### config.mk
export PLATFORM = sky130hd
export DESIGN_NAME = decode_stage
export DESIGN_NICKNAME = d
export VERILOG_FILES = /design/src/rtl/decode_stage.sv
export SDC_FILE = /design/constraint.sdc
export NUM_CORES = 1
export LEC_CHECK = 0
export ABC_CLOCK_PERIOD_IN_PS = 2800
export CORE_MARGIN = 10
export CORE_UTILIZATION = 40
export CTS_BUF_LIST = sky130_fd_sc_hd__clkbuf_8
export CTS_CLUSTER_SIZE = 30
export DETAILED_ROUTE_END_ITERATION = 7
export GPL_TIMING_DRIVEN = 0
export SLEW_MARGIN = 20
export SYNTH_ARGS = -nofsm -noshare
export SYNTH_HDL_FRONTEND = slang
export SYNTH_SLANG_ARGS = --single-unit
### constraint.sdc
create_clock -name clk -period 2.8 [get_ports clk]
set_input_delay 0.42 -clock clk [delete_from_list [all_inputs] [get_ports clk]]
set_output_delay 0.42 -clock clk [all_outputs]
set_load 0.01 [all_outputs]
### src/rtl/decode_stage.sv
// Registered RV32/64 decode stage with a 2-entry skid buffer and flush.
// Define DECODE_ILLEGAL_EN to flag illegal encodings and count them (saturating).
module decode_stage #(
    parameter int XLEN  = 32,
    parameter int CNT_W = 8
) (
    input  logic              clk,
    input  logic              rst,
    input  logic              in_valid,
    output logic              in_ready,
    input  logic [31:0]       in_instr,
    input  logic [XLEN-1:0]   in_pc,
    input  logic              flush,
    output logic              out_valid,
    input  logic              out_ready,
    output logic [3:0]        out_alu_op,
    output logic              out_we,
    output logic              out_mem_read,
    output logic              out_mem_write,
    output logic              out_branch,
    output logic              out_jump,
    output logic [1:0]        out_alu_src,
    output logic [XLEN-1:0]   out_imm,
    output logic [XLEN-1:0]   out_target,
    output logic [XLEN-1:0]   out_pc,
    output logic [4:0]        out_rs1,
    output logic [4:0]        out_rs2,
    output logic [4:0]        out_rd,
    output logic              out_illegal,
    output logic [CNT_W-1:0]  illegal_count
);

    localparam logic [3:0] OP_ADD    = 4'd0;
    localparam logic [3:0] OP_ADDI   = 4'd1;
    localparam logic [3:0] OP_LOAD   = 4'd2;
    localparam logic [3:0] OP_STORE  = 4'd3;
    localparam logic [3:0] OP_LUI    = 4'd4;
    localparam logic [3:0] OP_JUMP   = 4'd5;
    localparam logic [3:0] OP_OR     = 4'd6;
    localparam logic [3:0] OP_AND    = 4'd7;
    localparam logic [3:0] OP_BRANCH = 4'd8;
    localparam logic [3:0] OP_SUB    = 4'd9;
    localparam logic [3:0] OP_NOP    = 4'd15;

    typedef struct packed {
        logic [3:0]      alu_op;
        logic            we;
        logic            mem_read;
        logic            mem_write;
        logic            branch;
        logic            jump;
        logic [1:0]      alu_src;
        logic [XLEN-1:0] imm;
        logic [XLEN-1:0] target;
        logic [XLEN-1:0] pc;
        logic [4:0]      rs1;
        logic [4:0]      rs2;
        logic [4:0]      rd;
        logic            illegal;
    } bundle_t;

    typedef enum logic [1:0] {EMPTY, ONE, TWO} state_t;

    state_t          state_q, state_d;
    bundle_t         dec, out_q, skid_q;
    logic            in_ready_q;
    logic            accept;
    logic            load_out, load_skid, move_skid;
    logic [XLEN-1:0] imm_i, imm_s, imm_b, imm_u, imm_j;

    assign imm_i = XLEN'($signed(in_instr[31:20]));
    assign imm_s = XLEN'($signed({in_instr[31:25], in_instr[11:7]}));
    assign imm_b = XLEN'($signed({in_instr[31], in_instr[7], in_instr[30:25], in_instr[11:8], 1'b0}));
    assign imm_u = XLEN'($signed({in_instr[31:12], 12'b0}));
    assign imm_j = XLEN'($signed({in_instr[31], in_instr[19:12], in_instr[20], in_instr[30:21], 1'b0}));

    // Every legal encoding maps to a non-NOP op, so NOP doubles as the illegal marker.
    always_comb begin
        dec        = '0;
        dec.alu_op = OP_NOP;
        dec.pc     = in_pc;
        dec.rs1    = in_instr[19:15];
        dec.rs2    = in_instr[24:20];
        dec.rd     = in_instr[11:7];
        case (in_instr[6:0])
            7'b0110011: begin
                case (in_instr[14:12])
                    3'b000: begin dec.alu_op = in_instr[30] ? OP_SUB : OP_ADD; dec.we = 1'b1; end
                    3'b110: begin dec.alu_op = OP_OR;  dec.we = 1'b1; end
                    3'b111: begin dec.alu_op = OP_AND; dec.we = 1'b1; end
                    default: ;
                endcase
            end
            7'b0010011: begin
                dec.imm = imm_i;
                case (in_instr[14:12])
                    3'b000: begin dec.alu_op = OP_ADDI; dec.we = 1'b1; dec.alu_src = 2'b10; end
                    3'b110: begin dec.alu_op = OP_OR;   dec.we = 1'b1; dec.alu_src = 2'b10; end
                    3'b111: begin dec.alu_op = OP_AND;  dec.we = 1'b1; dec.alu_src = 2'b10; end
                    default: ;
                endcase
            end
            7'b0000011: begin
                dec.imm      = imm_i;
                dec.alu_op   = OP_LOAD;
                dec.we       = 1'b1;
                dec.mem_read = 1'b1;
                dec.alu_src  = 2'b10;
            end
            7'b0100011: begin
                dec.imm       = imm_s;
                dec.alu_op    = OP_STORE;
                dec.mem_write = 1'b1;
                dec.alu_src   = 2'b10;
            end
            7'b1100011: begin
                dec.imm     = imm_b;
                dec.target  = in_pc + imm_b;
                dec.alu_op  = OP_BRANCH;
                dec.branch  = 1'b1;
                dec.alu_src = 2'b10;
            end
            7'b0110111: begin
                dec.imm     = imm_u;
                dec.alu_op  = OP_LUI;
                dec.we      = 1'b1;
                dec.alu_src = 2'b01;
            end
            7'b1101111: begin
                dec.imm    = imm_j;
                dec.target = in_pc + imm_j;
                dec.alu_op = OP_JUMP;
                dec.jump   = 1'b1;
                dec.we     = 1'b1;
            end
            default: ;
        endcase
`ifdef DECODE_ILLEGAL_EN
        dec.illegal = (dec.alu_op == OP_NOP);
`endif
    end

    assign accept = in_valid & in_ready_q;

    always_comb begin
        state_d   = state_q;
        load_out  = 1'b0;
        load_skid = 1'b0;
        move_skid = 1'b0;
        if (flush) begin
            state_d = EMPTY;
        end else begin
            case (state_q)
                EMPTY: if (accept) begin state_d = ONE; load_out = 1'b1; end
                ONE: begin
                    if (accept && !out_ready) begin
                        state_d   = TWO;
                        load_skid = 1'b1;
                    end else if (accept) begin
                        load_out = 1'b1;
                    end else if (out_ready) begin
                        state_d = EMPTY;
                    end
                end
                TWO: if (out_ready) begin state_d = ONE; move_skid = 1'b1; end
                default: state_d = EMPTY;
            endcase
        end
    end

    always_ff @(posedge clk or negedge rst) begin
        if (!rst) begin
            state_q      <= EMPTY;
            in_ready_q   <= 1'b1;
            out_q        <= '0;
            out_q.alu_op <= OP_NOP;
            skid_q       <= '0;
        end else begin
            state_q    <= state_d;
            in_ready_q <= (state_d != TWO);
            if (load_out)
                out_q <= dec;
            else if (move_skid)
                out_q <= skid_q;
            if (load_skid)
                skid_q <= dec;
        end
    end

`ifdef DECODE_ILLEGAL_EN
    logic [CNT_W-1:0] count_q;

    always_ff @(posedge clk or negedge rst) begin
        if (!rst)
            count_q <= '0;
        else if (accept && !flush && dec.illegal && (count_q != '1))
            count_q <= count_q + 1'b1;
    end

    assign illegal_count = count_q;
`else
    assign illegal_count = '0;
`endif

    assign in_ready      = in_ready_q;
    assign out_valid     = (state_q != EMPTY);
    assign out_alu_op    = out_q.alu_op;
    assign out_we        = out_q.we;
    assign out_mem_read  = out_q.mem_read;
    assign out_mem_write = out_q.mem_write;
    assign out_branch    = out_q.branch;
    assign out_jump      = out_q.jump;
    assign out_alu_src   = out_q.alu_src;
    assign out_imm       = out_q.imm;
    assign out_target    = out_q.target;
    assign out_pc        = out_q.pc;
    assign out_rs1       = out_q.rs1;
    assign out_rs2       = out_q.rs2;
    assign out_rd        = out_q.rd;
    assign out_illegal   = out_q.illegal;

endmodule

==> results of run 1 <==
==> cell families (layout without fill, tap and decap cells) <==
kind of cell             after synthesis  in the layout  share of synthesized area
other                                  1              9                  0.0003013
multiplexers                           5              5                   0.004022
XOR/XNOR                              29             29                    0.02041
buffers and inverters                111            406                    0.03790
AO/OA/AOI/OAI                        460            460                     0.2380
adder cells (fa/ha/maj)               34             34                    0.03479
flip-flops                           247            247                     0.4972
AND/OR/NAND/NOR                      505            505                     0.1674
==> flip-flops by register name, summed over array words and instances, names as in the netlist <==
name / cells
out_jump: 1
out_imm: 32
out_rd: 5
out_rs1: 5
out_mem_read: 1
out_alu_src: 2
skid_q: 122
in_ready: 1
out_we: 1
out_target: 32
out_mem_write: 1
out_branch: 1
out_pc: 32
state_q: 2
out_alu_op: 4
out_rs2: 5
==> power by group through the flow <==
stage,Clock (W),Combinational (W),Sequential [W]
floorplan,0,0.00104,0.00454
CTS,0.00335,0.00253,0.00441
global placement,0,0.00238,0.00447
global route,0.00353,0.00286,0.00447
detailed placement,0,0.00242,0.00447
finish,0.00329,0.00262,0.00441
==> critical path: cells and delay by family <==
kind	cells	cell delay, ns
AO/OA/AOI/OAI	6	1.40
AND/OR/NAND/NOR	6	0.74
buffers and inverters	3	0.39
XOR/XNOR	1	0.21
adder cells (fa/ha/maj)	1	0.22
==> layer usage <==
metal / global-route usage / vias to the layer above
met4: 0.08314 / 0
met2: 0.3451 / 498
met1: 0.3263 / 5735
met3: 0.04616 / 82
met5: 0 / -
li1: - / 5444
==> worst max-delay path by stage <==
| stage | cells after the start | start | end |
|---|---|---|---|
| 6_report | 17 | in_instr[1] | skid_q[78]$_DFFE_PN0P_ |
| 2_1_floorplan | 16 | in_instr[5] | skid_q[78]$_DFFE_PN0P_ |
| 5_1_grt | 18 | in_instr[1] | skid_q[77]$_DFFE_PN0P_ |
| 4_1_cts | 19 | in_instr[5] | out_target[21]$_DFFE_PN0P_ |
| 3_3_place_gp | 1 | rst | out_rs2[0]$_DFFE_PN0P_ |
| 3_5_place_dp | 15 | in_instr[4] | out_target[23]$_DFFE_PN0P_ |
==> what timing repair did <==
action | CTS | global route
hold endpoints to repair | 58 | 0
hold buffers | 1 | 0
setup endpoints to repair | 118 | 80
setup buffers | 19 | 11
pin swaps | 36 | 42
resized for setup | 107 | 58
==> metrics by stage <==
stage / TNS (ns) / total power, W / hold slack [ns] / utilization
after detailed placement: -159.69 / 0.006885 / 0.3977 / 0.4905
after global routing: -2.872 / 0.01086 / 0.1998 / 0.5438
after CTS: -1.356 / 0.01030 / 0.1531 / 0.5328
after global placement: -2497.83 / 0.006849 / 0.4586 / 0.4886
final: -0.8254 / 0.01032 / 0.1745 / 0.5438
after floorplan: -12.43 / 0.005578 / 0.1244 / -
==> area by class of cell <==
| cell class | count | area, sq um |
|---|---|---|
| clock buffers | 52 | 715.7 |
| plain buffers | 96 | 464.2 |
| repair buffers | 221 | 2216 |
| clock inverters | 24 | 123.9 |
| multi-input cells | 1042 | 6420 |
| well taps | 396 | 495.5 |
| fillers | 2857 | 13990 |
| flip-flops and latches | 247 | 6187 |
| inverters | 13 | 56.30 |
==> synthesized netlist by cell type (7+ instances only) <==
cell | instances | area [sq um]
nand2_1 | 332 | 1246
dfrtp_1 | 242 | 6056
o21ai_0 | 138 | 690.7
a21oi_1 | 111 | 555.5
nor2_1 | 93 | 349.1
clkbuf_1 | 72 | 270.3
a22oi_1 | 56 | 420.4
o22a_1 | 37 | 324.1
ha_1 | 33 | 412.9
nor3_1 | 25 | 125.1
o22ai_1 | 22 | 137.6
a21o_1 | 15 | 112.6
a22o_1 | 15 | 131.4
xor2_1 | 15 | 131.4
xnor2_1 | 14 | 122.6
inv_1 | 13 | 48.80
o32ai_1 | 11 | 96.34
buf_4 | 10 | 75.07
buf_2 | 9 | 45.04
nand3_1 | 9 | 45.04
o21a_1 | 9 | 67.56
nand2b_1 | 7 | 43.79
==> impl_metrics.py, run 1 <==
metrics = {
    "run_status": {
        "status": "finished, violations left",
        "violations": "negative setup slack",
    },
    "power": {
        "p_int_w": 0.007104,
        "seq_power_share": 0.427,
        "power.share.combinational": 0.254,
        "leakagePower_nw": 7.464,
        "p_sw_w": 0.003218,
        "p_per_area_nw_per_um2": 618.9,
        "pwr-share-clk": 0.319,
        "ir_drop_uv": 293.7,
        "swShare": 0.3118,
    },
    "grt": {
        "grt-ovfl-total": 0,
        "grt_start_max_net_pins": 96,
        "track_usage": 0.2314,
        "antenna_found_initial": 0,
        "grt_first_pass_wirelength_um": 70370,
        "grt_pass1_vias": 11640,
    },
    "worst_setup_path": {
        "r2r-end": "skid_q[79]$_DFFE_PN0P_",
        "cpPeakStageDelay_ns": 0.42,
        "r2r-start": "in_ready$_DFF_PN1_",
        "slowest_stage": "a311oi_4",
        "crit_chain": "buf_8 > nand2_4 > nor4b_4 > buf_4 > nand2_4 > buf_6 > nand2_2 > nand2_2 > ha_4 > a21o_4 > and4_4 > o21a_4 > a311oi_4 > o21ba_4 > o31ai_4 > xor2_2 > a22o_2",
        "r2r_cells": 7,
        "cp_data_arrival_time_ns": 3.39,
        "endpoint_kind": "flop",
        "reg2reg_slack_ns": 0.26,
        "required_ns": 3.26,
        "cp-start-kind": "primary input",
        "worstSetupPathType": "in -> reg",
        "critPathMaxFanout": 7,
    },
    "layout": {
        "fin_area_sq_um": 16680,
        "nets": 1768,
        "final_common_cell": "nand2_1",
        "drive_gt1_frac": 0.1375,
        "fin_cells": 2091,
        "layout_common_cells": "nand2_1, dfrtp_1, clkdlybuf4s50_1",
        "diodes": 0,
        "area.growth.synth_to_final_pct": 34.02,
    },
    "route": {
        "ant_nets": 0,
        "drt_iter0_markers": 939,
        "wl_per_cell_um": 22.16,
        "firstDrtPassIters": 5,
        "wl_met1_um": 20940,
        "drt_drc_violations_left": 0,
        "dr_wl_met2_um": 20390,
        "wl_um": 46330,
        "vias": 11760,
        "viasPerCell": 5.624,
        "wl_met3_um": 3650,
        "top_layer_used": "met4",
    },
    "yosys": {
        "seq_area_frac_synth": 0.4972,
        "async_flop_share": 1.000,
        "syn_avg_cell_area_sq_um": 8.940,
        "synth-edff-count": 0,
        "ys_ff_latch": 247,
        "syn_area_sq_um": 12440,
        "synth.distinct_cells": 70,
        "ys.warnings.count": 0,
        "synth_cells": 1392,
        "synthFlopType": "dfrtp_1",
    },
    "floorplan": {
        "die-width_um": 196.4,
        "dieHeight_um": 196.4,
        "coreArea_sq_um": 30670,
        "placement_rows": 64,
        "ioPinCount": 202,
        "dieArea_sq_um": 38570,
        "start_util": 0.4058,
    },
    "sta": {
        "drv_slew": 0,
        "fmax_mhz": 341.8,
        "setup_slack_ns": -0.1255,
        "clock-skew-final_ns": 0.02546,
        "worst_pin_slew_ns": 0.7955,
        "hold_viol_final": 0,
        "post-route-min-period_ns": 2.925,
        "relSlewSlack": 0.4697,
        "fin_crit_sh": 1.045,
        "setup_violations": 18,
        "rsz0062_at_grt": "true",
    },
    "cts": {
        "cts_max_level": 2,
        "cts.sinks": 247,
        "cts.root.buffer_cell": "clkbuf_8",
        "cts_buffers": 44,
        "cts_tree": "yes",
        "clkLatencyLatePin_ns": 0.56,
        "clockBufferDepth": 3,
        "clk_pin_slew_ns": 0.07,
    },
    "flow_run": {
        "maxCapViolations": 0,
    },
    "place": {
        "gp_congestion": 0.9261,
        "hpwl_um": 33930,
        "placed_area_sq_um": 15040,
        "dp_cells": 1988,
        "numPortBuffers": 190,
        "pre_cts_slack_ns": -1.709,
    },
    "min_path": {
        "hp-start": "in_instr[6]",
        "hold_path_end": "skid_q[115]$_DFFE_PN0P_",
        "min_path_cells": 3,
        "min_path_type": "in -> reg",
    },
}
(Power assumes the default switching activity.)
==> inputs of run 2 (changes only) <==
--- a/config.mk
+++ b/config.mk
@@ -5,7 +5,7 @@
 export SDC_FILE = /design/constraint.sdc
 export NUM_CORES = 1
 export LEC_CHECK = 0
-export ABC_CLOCK_PERIOD_IN_PS = 2800
+export ABC_CLOCK_PERIOD_IN_PS = 3000
 export CORE_MARGIN = 10
 export CORE_UTILIZATION = 40
 export CTS_BUF_LIST = sky130_fd_sc_hd__clkbuf_8
==> constraint.sdc (replaced) <==
create_clock -name clk -period 3 [get_ports clk]
set_input_delay 0.45 -clock clk [delete_from_list [all_inputs] [get_ports clk]]
set_output_delay 0.45 -clock clk [all_outputs]
set_load 0.01 [all_outputs]
==> run 2 against run 1 <==
  * The flow now finishes without violations
  * Die area is the same
  * Hold slack improved by 0.042 ns
  * Clock power fell by 2%
  * Register-to-register slack got worse by 0.10 ns
  * Critical path depth is the same
  * First-iteration DRC count rose by 3.3%
  * Sequential power down 6.8%
  * Non-clock buffer count increased by 6
  * Utilization is 0.14 points lower
  * Combinational power fell by 8.4%
  * Wire length grew 0.11%
  * Critical endpoint unchanged
==> impl_metrics.py, run 2 (synthesis gave the netlist of run 1 again) <==
metrics = {
    "worst_setup_path": {
        "crit_buf_inv": 3,
        "critPathMaxFanout": 7,
        "cp-start-kind": "primary input",
        "crit_path_frequent_cell": "nand2_4",
        "endpoint_kind": "flop",
        "cpPeakStageDelay_ns": 0.41,
        "setup.worst_path.start": "in_instr[1]",
        "crit_chain": "buf_8 > nand2_4 > nor4b_4 > buf_4 > nand2_4 > buf_6 > nand2_2 > nand2_4 > ha_4 > a21o_2 > and4_4 > o21a_4 > a311oi_4 > o21ba_4 > o31ai_4 > xor2_2 > a22o_2",
        "r2r-start": "in_ready$_DFF_PN1_",
        "slowest_stage": "a311oi_4",
        "cp_data_arrival_time_ns": 3.42,
        "required_ns": 3.44,
        "worstSetupPathType": "in -> reg",
        "critPathTopFamily": "compound AO/OA/AOI/OAI gates",
    },
    "route": {
        "vias": 11660,
        "drt_iter0_markers": 970,
        "wl_per_cell_um": 22.10,
        "viasPerCell": 5.553,
        "ant_nets": 0,
        "wl_um": 46390,
        "firstDrtPassIters": 5,
        "drt_drc_violations_left": 0,
    },
    "cts": {
        "cts.sinks": 247,
        "clk_pin_slew_ns": 0.06,
        "cts_max_level": 2,
        "cts_tree": "yes",
        "cts.root.buffer_cell": "clkbuf_8",
        "clockBufferDepth": 3,
        "clkLatencyLatePin_ns": 0.57,
        "cts_buffers": 44,
    },
    "sta": {
        "hold_ws_ns": 0.2170,
        "relSlewSlack": 0.4355,
        "rsz0062_at_grt": "true",
        "worst_pin_slew_ns": 0.8467,
        "clock-skew-final_ns": 0.02460,
        "drv_slew": 0,
        "hold_viol_final": 0,
        "setup_violations": 0,
        "post-route-min-period_ns": 2.982,
        "fin_crit_sh": 0.9939,
        "fmax_mhz": 335.4,
    },
    "layout": {
        "diodes": 0,
        "drive_gt1_frac": 0.1351,
        "final_common_cell": "nand2_1",
        "layout.area.seq_sq_um": 6187,
        "fill_cells": 2836,
        "nets": 1774,
        "top_register": "skid_q",
        "area.growth.synth_to_final_pct": 33.67,
        "layout_common_cells": "nand2_1, dfrtp_1, clkdlybuf4s50_1",
        "final_core_util": 0.5424,
        "largest_reg_flops": 122,
        "multi_input_area_sq_um": 6299,
    },
    "place": {
        "numPortBuffers": 190,
        "hpwl_um": 34110,
        "gp_congestion": 0.9197,
    },
    "power": {
        "leakagePower_nw": 7.446,
        "ir_drop_uv": 395.3,
        "p_total_w": 0.009732,
        "p_per_area_nw_per_um2": 585.0,
    },
    "flow_run": {
        "maxCapViolations": 0,
    },
    "floorplan": {
        "coreArea_sq_um": 30670,
        "dieHeight_um": 196.4,
        "ioPinCount": 202,
        "placement_rows": 64,
        "start_util": 0.4058,
        "die-width_um": 196.4,
        "dieArea_sq_um": 38570,
    },
    "grt": {
        "grt_pass1_vias": 11540,
        "track_usage": 0.2321,
        "grt-ovfl-total": 0,
        "antenna_found_initial": 0,
        "grt_first_pass_wirelength_um": 70450,
        "grt_start_max_net_pins": 94,
    },
    "min_path": {
        "min_path_type": "in -> reg",
        "hp-start": "in_instr[6]",
    },
    "run_status": {
        "status": "finished clean",
    },
}
-- run 2: per-stage QoR --
stage	TNS (ns)	setup slack, ns	std cells	instance area (sq um)
2_1_floorplan	-5.972	-0.3137	1400	12570
3_3_place_gp	-2436.85	-9.392	1986	14970
3_5_place_dp	-142.81	-1.534	1988	15030
4_1_cts	-0.1777	-0.05791	2080	16240
5_1_grt	-0.4358	-0.1305	2099	16630
6_report	0	0.01837	2099	16630
-- run 2: final timing paths --
check,to,slack [ns],depth (start not counted)
worst max-delay path,skid_q[78]$_DFFE_PN0P_,0.02,17
worst min register to register,skid_q[32]$_DFFE_PN0P_,0.48,2
worst max register to register,out_target[13]$_DFFE_PN0P_,0.16,6
worst min-delay path,skid_q[115]$_DFFE_PN0P_,0.22,3
max in group asynchronous,skid_q[19]$_DFFE_PN0P_,1.62,3
min in group asynchronous,out_pc[29]$_DFFE_PN0P_,0.47,2
-- run 2: area by class of cell --
type / instances / area share
Timing Repair Buffer: 227 / 0.1351
Clock inverter: 22 / 0.007221
Sequential cell: 247 / 0.3719
Buffer: 96 / 0.02760
Inverter: 13 / 0.003385
Tap cell: 396 / 0.02979
Multi-Input combinational cell: 1042 / 0.3786
Clock buffer: 56 / 0.04633
-- run 2: power breakdown --
| part | switching (W) | internal (W) |
|---|---|---|
| clock network | 0.00146 | 0.00176 |
| registers | 0.000289 | 0.00382 |
| logic | 0.00127 | 0.00114 |
| total | 0.00301 | 0.00672 |
-- run 2: metal layers --
| layer | vias up | global-route usage | wire, um |
|---|---|---|---|
| met5 | - | 0 | 0 |
| met4 | 0 | 0.07212 | 1141 |
| met3 | 72 | 0.05363 | 3611 |
| met2 | 401 | 0.3450 | 20490 |
| met1 | 5735 | 0.3282 | 21140 |
| li1 | 5448 | - | - |
-- run 2: tightest hold or removal path: cells and delay by family --
| family | cells | cell delay (ns) |
|---|---|---|
| AOI/OAI and AO/OA | 1 | 0.07 |
| buffers and inverters | 1 | 0.14 |
| and+or+nand+nor | 1 | 0.07 |
-- run 2: timing repair --
item	CTS	global route
gates cloned	0	0
resized for setup	72	66
pin swaps	18	39
setup buffers	14	20
setup endpoints to repair	113	46
hold endpoints to repair	81	0
hold buffers	1	0
==> inputs of run 3 (changes only) <==
--- a/config.mk
+++ b/config.mk
@@ -7,11 +7,12 @@
 export LEC_CHECK = 0
 export ABC_CLOCK_PERIOD_IN_PS = 3000
 export CORE_MARGIN = 10
-export CORE_UTILIZATION = 40
+export CORE_UTILIZATION = 45
 export CTS_BUF_LIST = sky130_fd_sc_hd__clkbuf_8
 export CTS_CLUSTER_SIZE = 30
 export DETAILED_ROUTE_END_ITERATION = 7
 export GPL_TIMING_DRIVEN = 0
+export PLACE_DENSITY = 0.69
 export SLEW_MARGIN = 20
 export SYNTH_ARGS = -nofsm -noshare
 export SYNTH_HDL_FRONTEND = slang
==> run 3 against run 2 <==
  * Power is 0.67% lower
  * Sequential power hardly changed
  * Sequential cell count is the same
  * Via count rose by 1.7%
  * Clock power is 2% lower
  * Die area fell by 10%
  * Clock-buffer cell count shrank 4
==> impl_metrics.py, run 3 (synthesis gave the netlist of run 1 again) <==
metrics = {
    "run_status": {
        "status": "finished clean",
    },
    "worst_setup_path": {
        "r2r-end": "out_target[27]$_DFFE_PN0P_",
        "cp_data_arrival_time_ns": 3.49,
        "r2r-start": "in_ready$_DFF_PN1_",
        "slowest_stage": "fa_2",
        "required_ns": 3.50,
        "reg2reg_slack_ns": 0.14,
        "cpPeakStageDelay_ns": 0.35,
        "r2r_cells": 6,
        "crit_chain": "buf_8 > nand2_4 > nor4b_4 > and2_4 > buf_8 > nand2_4 > nand2_4 > ha_4 > inv_2 > fa_2 > nor2b_2 > o211ai_1 > a31o_2 > a22o_4 > o31ai_4 > xor2_2 > buf_4 > a22o_1",
        "endpoint_kind": "flop",
        "worstSetupPathType": "in -> reg",
        "crit_path_frequent_cell": "nand2_4",
        "critPathMaxFanout": 4,
        "cp-start-kind": "primary input",
    },
    "power": {
        "leakagePower_nw": 7.393,
        "pwr-share-clk": 0.327,
        "p_total_w": 0.009666,
        "p_per_area_nw_per_um2": 584.8,
        "seq_power_share": 0.425,
        "ir_drop_uv": 307.9,
        "p_int_w": 0.006692,
        "power.share.combinational": 0.248,
        "swShare": 0.3077,
        "p_sw_w": 0.002974,
    },
    "grt": {
        "grt_first_pass_wirelength_um": 67180,
        "grt_start_max_net_pins": 94,
        "grt-ovfl-total": 0,
        "antenna_found_initial": 0,
        "grt_pass1_vias": 11550,
        "track_usage": 0.2495,
    },
    "min_path": {
        "hold_path_end": "skid_q[115]$_DFFE_PN0P_",
        "min_path_cells": 3,
        "min_path_type": "in -> reg",
        "hp-start": "in_instr[6]",
    },
    "floorplan": {
        "ioPinCount": 202,
        "coreArea_sq_um": 27100,
        "start_util": 0.4592,
        "dieHeight_um": 186.3,
        "die-width_um": 186.3,
        "dieArea_sq_um": 34710,
        "placement_rows": 60,
    },
    "route": {
        "ant_nets": 0,
        "drt_drc_violations_left": 0,
        "wl_per_cell_um": 21.49,
        "vias": 11860,
        "wl_um": 44360,
        "drt_iter0_markers": 1232,
        "firstDrtPassIters": 6,
        "viasPerCell": 5.745,
    },
    "sta": {
        "clock-skew-final_ns": 0.01710,
        "fmax_mhz": 334.6,
        "worst_pin_slew_ns": 1.076,
        "fin_crit_sh": 0.9961,
        "hold_ws_ns": 0.2152,
        "rsz0062_at_grt": "true",
        "post-route-min-period_ns": 2.988,
        "relSlewSlack": 0.2803,
        "setup_violations": 0,
        "drv_slew": 0,
        "hold_viol_final": 0,
    },
    "layout": {
        "layout_common_cells": "nand2_1, dfrtp_1, clkdlybuf4s50_1",
        "largest_reg_flops": 122,
        "fill_cells": 2346,
        "top_register": "skid_q",
        "nets": 1766,
        "diodes": 0,
        "final_core_util": 0.6099,
        "drive_gt1_frac": 0.1253,
        "final_common_cell": "nand2_1",
        "area.growth.synth_to_final_pct": 32.83,
    },
    "cts": {
        "cts.root.buffer_cell": "clkbuf_8",
        "cts_tree": "yes",
        "clk_pin_slew_ns": 0.06,
        "cts_buffers": 42,
        "clockBufferDepth": 3,
        "cts_max_level": 2,
        "cts.sinks": 247,
        "clkLatencyLatePin_ns": 0.56,
    },
    "place": {
        "hpwl_um": 32290,
        "gp_congestion": 0.9299,
        "numPortBuffers": 190,
    },
    "flow_run": {
        "maxCapViolations": 0,
    },
}
==> run 3: cell types whose count changed in the layout (fill, tap and decap cells not counted), moves of 2 or more <==
cell,delta
a21oi_2,-6
buf_4,-6
a21oi_1,+5
clkbuf_8,-4
clkbuf_4,-2
clkdlybuf4s15_2,+2
clkinv_2,-2
nand2_1,-2
o21ai_2,-2
==> run 3: layout make-up <==
class / instances / area, sq um / share of cell area
buffer: 96 / 450.4 / 0.02725
clock buffer: 52 / 715.7 / 0.04330
clock inverter: 21 / 140.1 / 0.008478
inverter: 13 / 51.30 / 0.003103
multi-input combinational: 1042 / 6299 / 0.3810
sequential: 247 / 6187 / 0.3743
tap: 372 / 465.4 / 0.02816
timing repair buffer: 221 / 2221 / 0.1344
==> run 3: worst max path at each step <==
stage / to / slack [ns] / depth (start not counted) / from
2_1_floorplan: skid_q[78]$_DFFE_PN0P_ / -0.31 / 16 / in_instr[5]
3_3_place_gp: out_rd[1]$_DFFE_PN0P_ / -9.13 / 1 / rst
3_5_place_dp: out_target[28]$_DFFE_PN0P_ / -1.52 / 13 / in_instr[4]
4_1_cts: out_target[21]$_DFFE_PN0P_ / -0.03 / 19 / in_instr[0]
5_1_grt: skid_q[69]$_DFFE_PN0P_ / -0.08 / 18 / in_instr[1]
6_report: skid_q[69]$_DFFE_PN0P_ / 0.01 / 18 / in_instr[1]
==> run 3: routing by layer <==
| metal | track usage | part of all wire |
|---|---|---|
| met4 | 0.07514 | 0.026 |
| met5 | 0 | 0 |
| met1 | 0.3432 | 0.43 |
| met2 | 0.3808 | 0.45 |
| met3 | 0.06131 | 0.099 |
==> run 3: power groups by stage <==
stage | combinational, W | clock (W) | sequential (W)
2_1_floorplan | 0.000968 | 0 | 0.00423
3_3_place_gp | 0.00219 | 0 | 0.00415
3_5_place_dp | 0.00223 | 0 | 0.00417
4_1_cts | 0.00232 | 0.00318 | 0.00411
5_1_grt | 0.00260 | 0.00335 | 0.00416
6_report | 0.00239 | 0.00316 | 0.00411
==> run 3: critical path: cells and delay by family <==
family | cells | cell delay, ns
compound gates | 5 | 1.01
xor+xnor | 1 | 0.30
fa+ha+maj | 2 | 0.49
buf+inv | 4 | 0.39
simple gates | 6 | 0.84
==> run 3: timing repair <==
item                                    in CTS  in global routing
endpoints found under the hold margin       63                  0
endpoints found under the setup margin      98                 82
pin swaps                                   27                 31
resized for setup                           76                 50
hold buffers                                 1                  0
setup buffers                               15                 14
gates cloned                                 0                  0
==> run 3: stage by stage <==
stage	setup TNS (ns)	cells	area, sq um	setup slack [ns]
final	0	2064	16530	0.01171
after global placement	-2335.42	1962	14940	-9.135
after global routing	-0.1732	2064	16530	-0.07765
after detailed placement	-102.37	1964	15000	-1.516
after floorplan	-5.972	1400	12570	-0.3137
after CTS	-0.08602	2052	16230	-0.03207
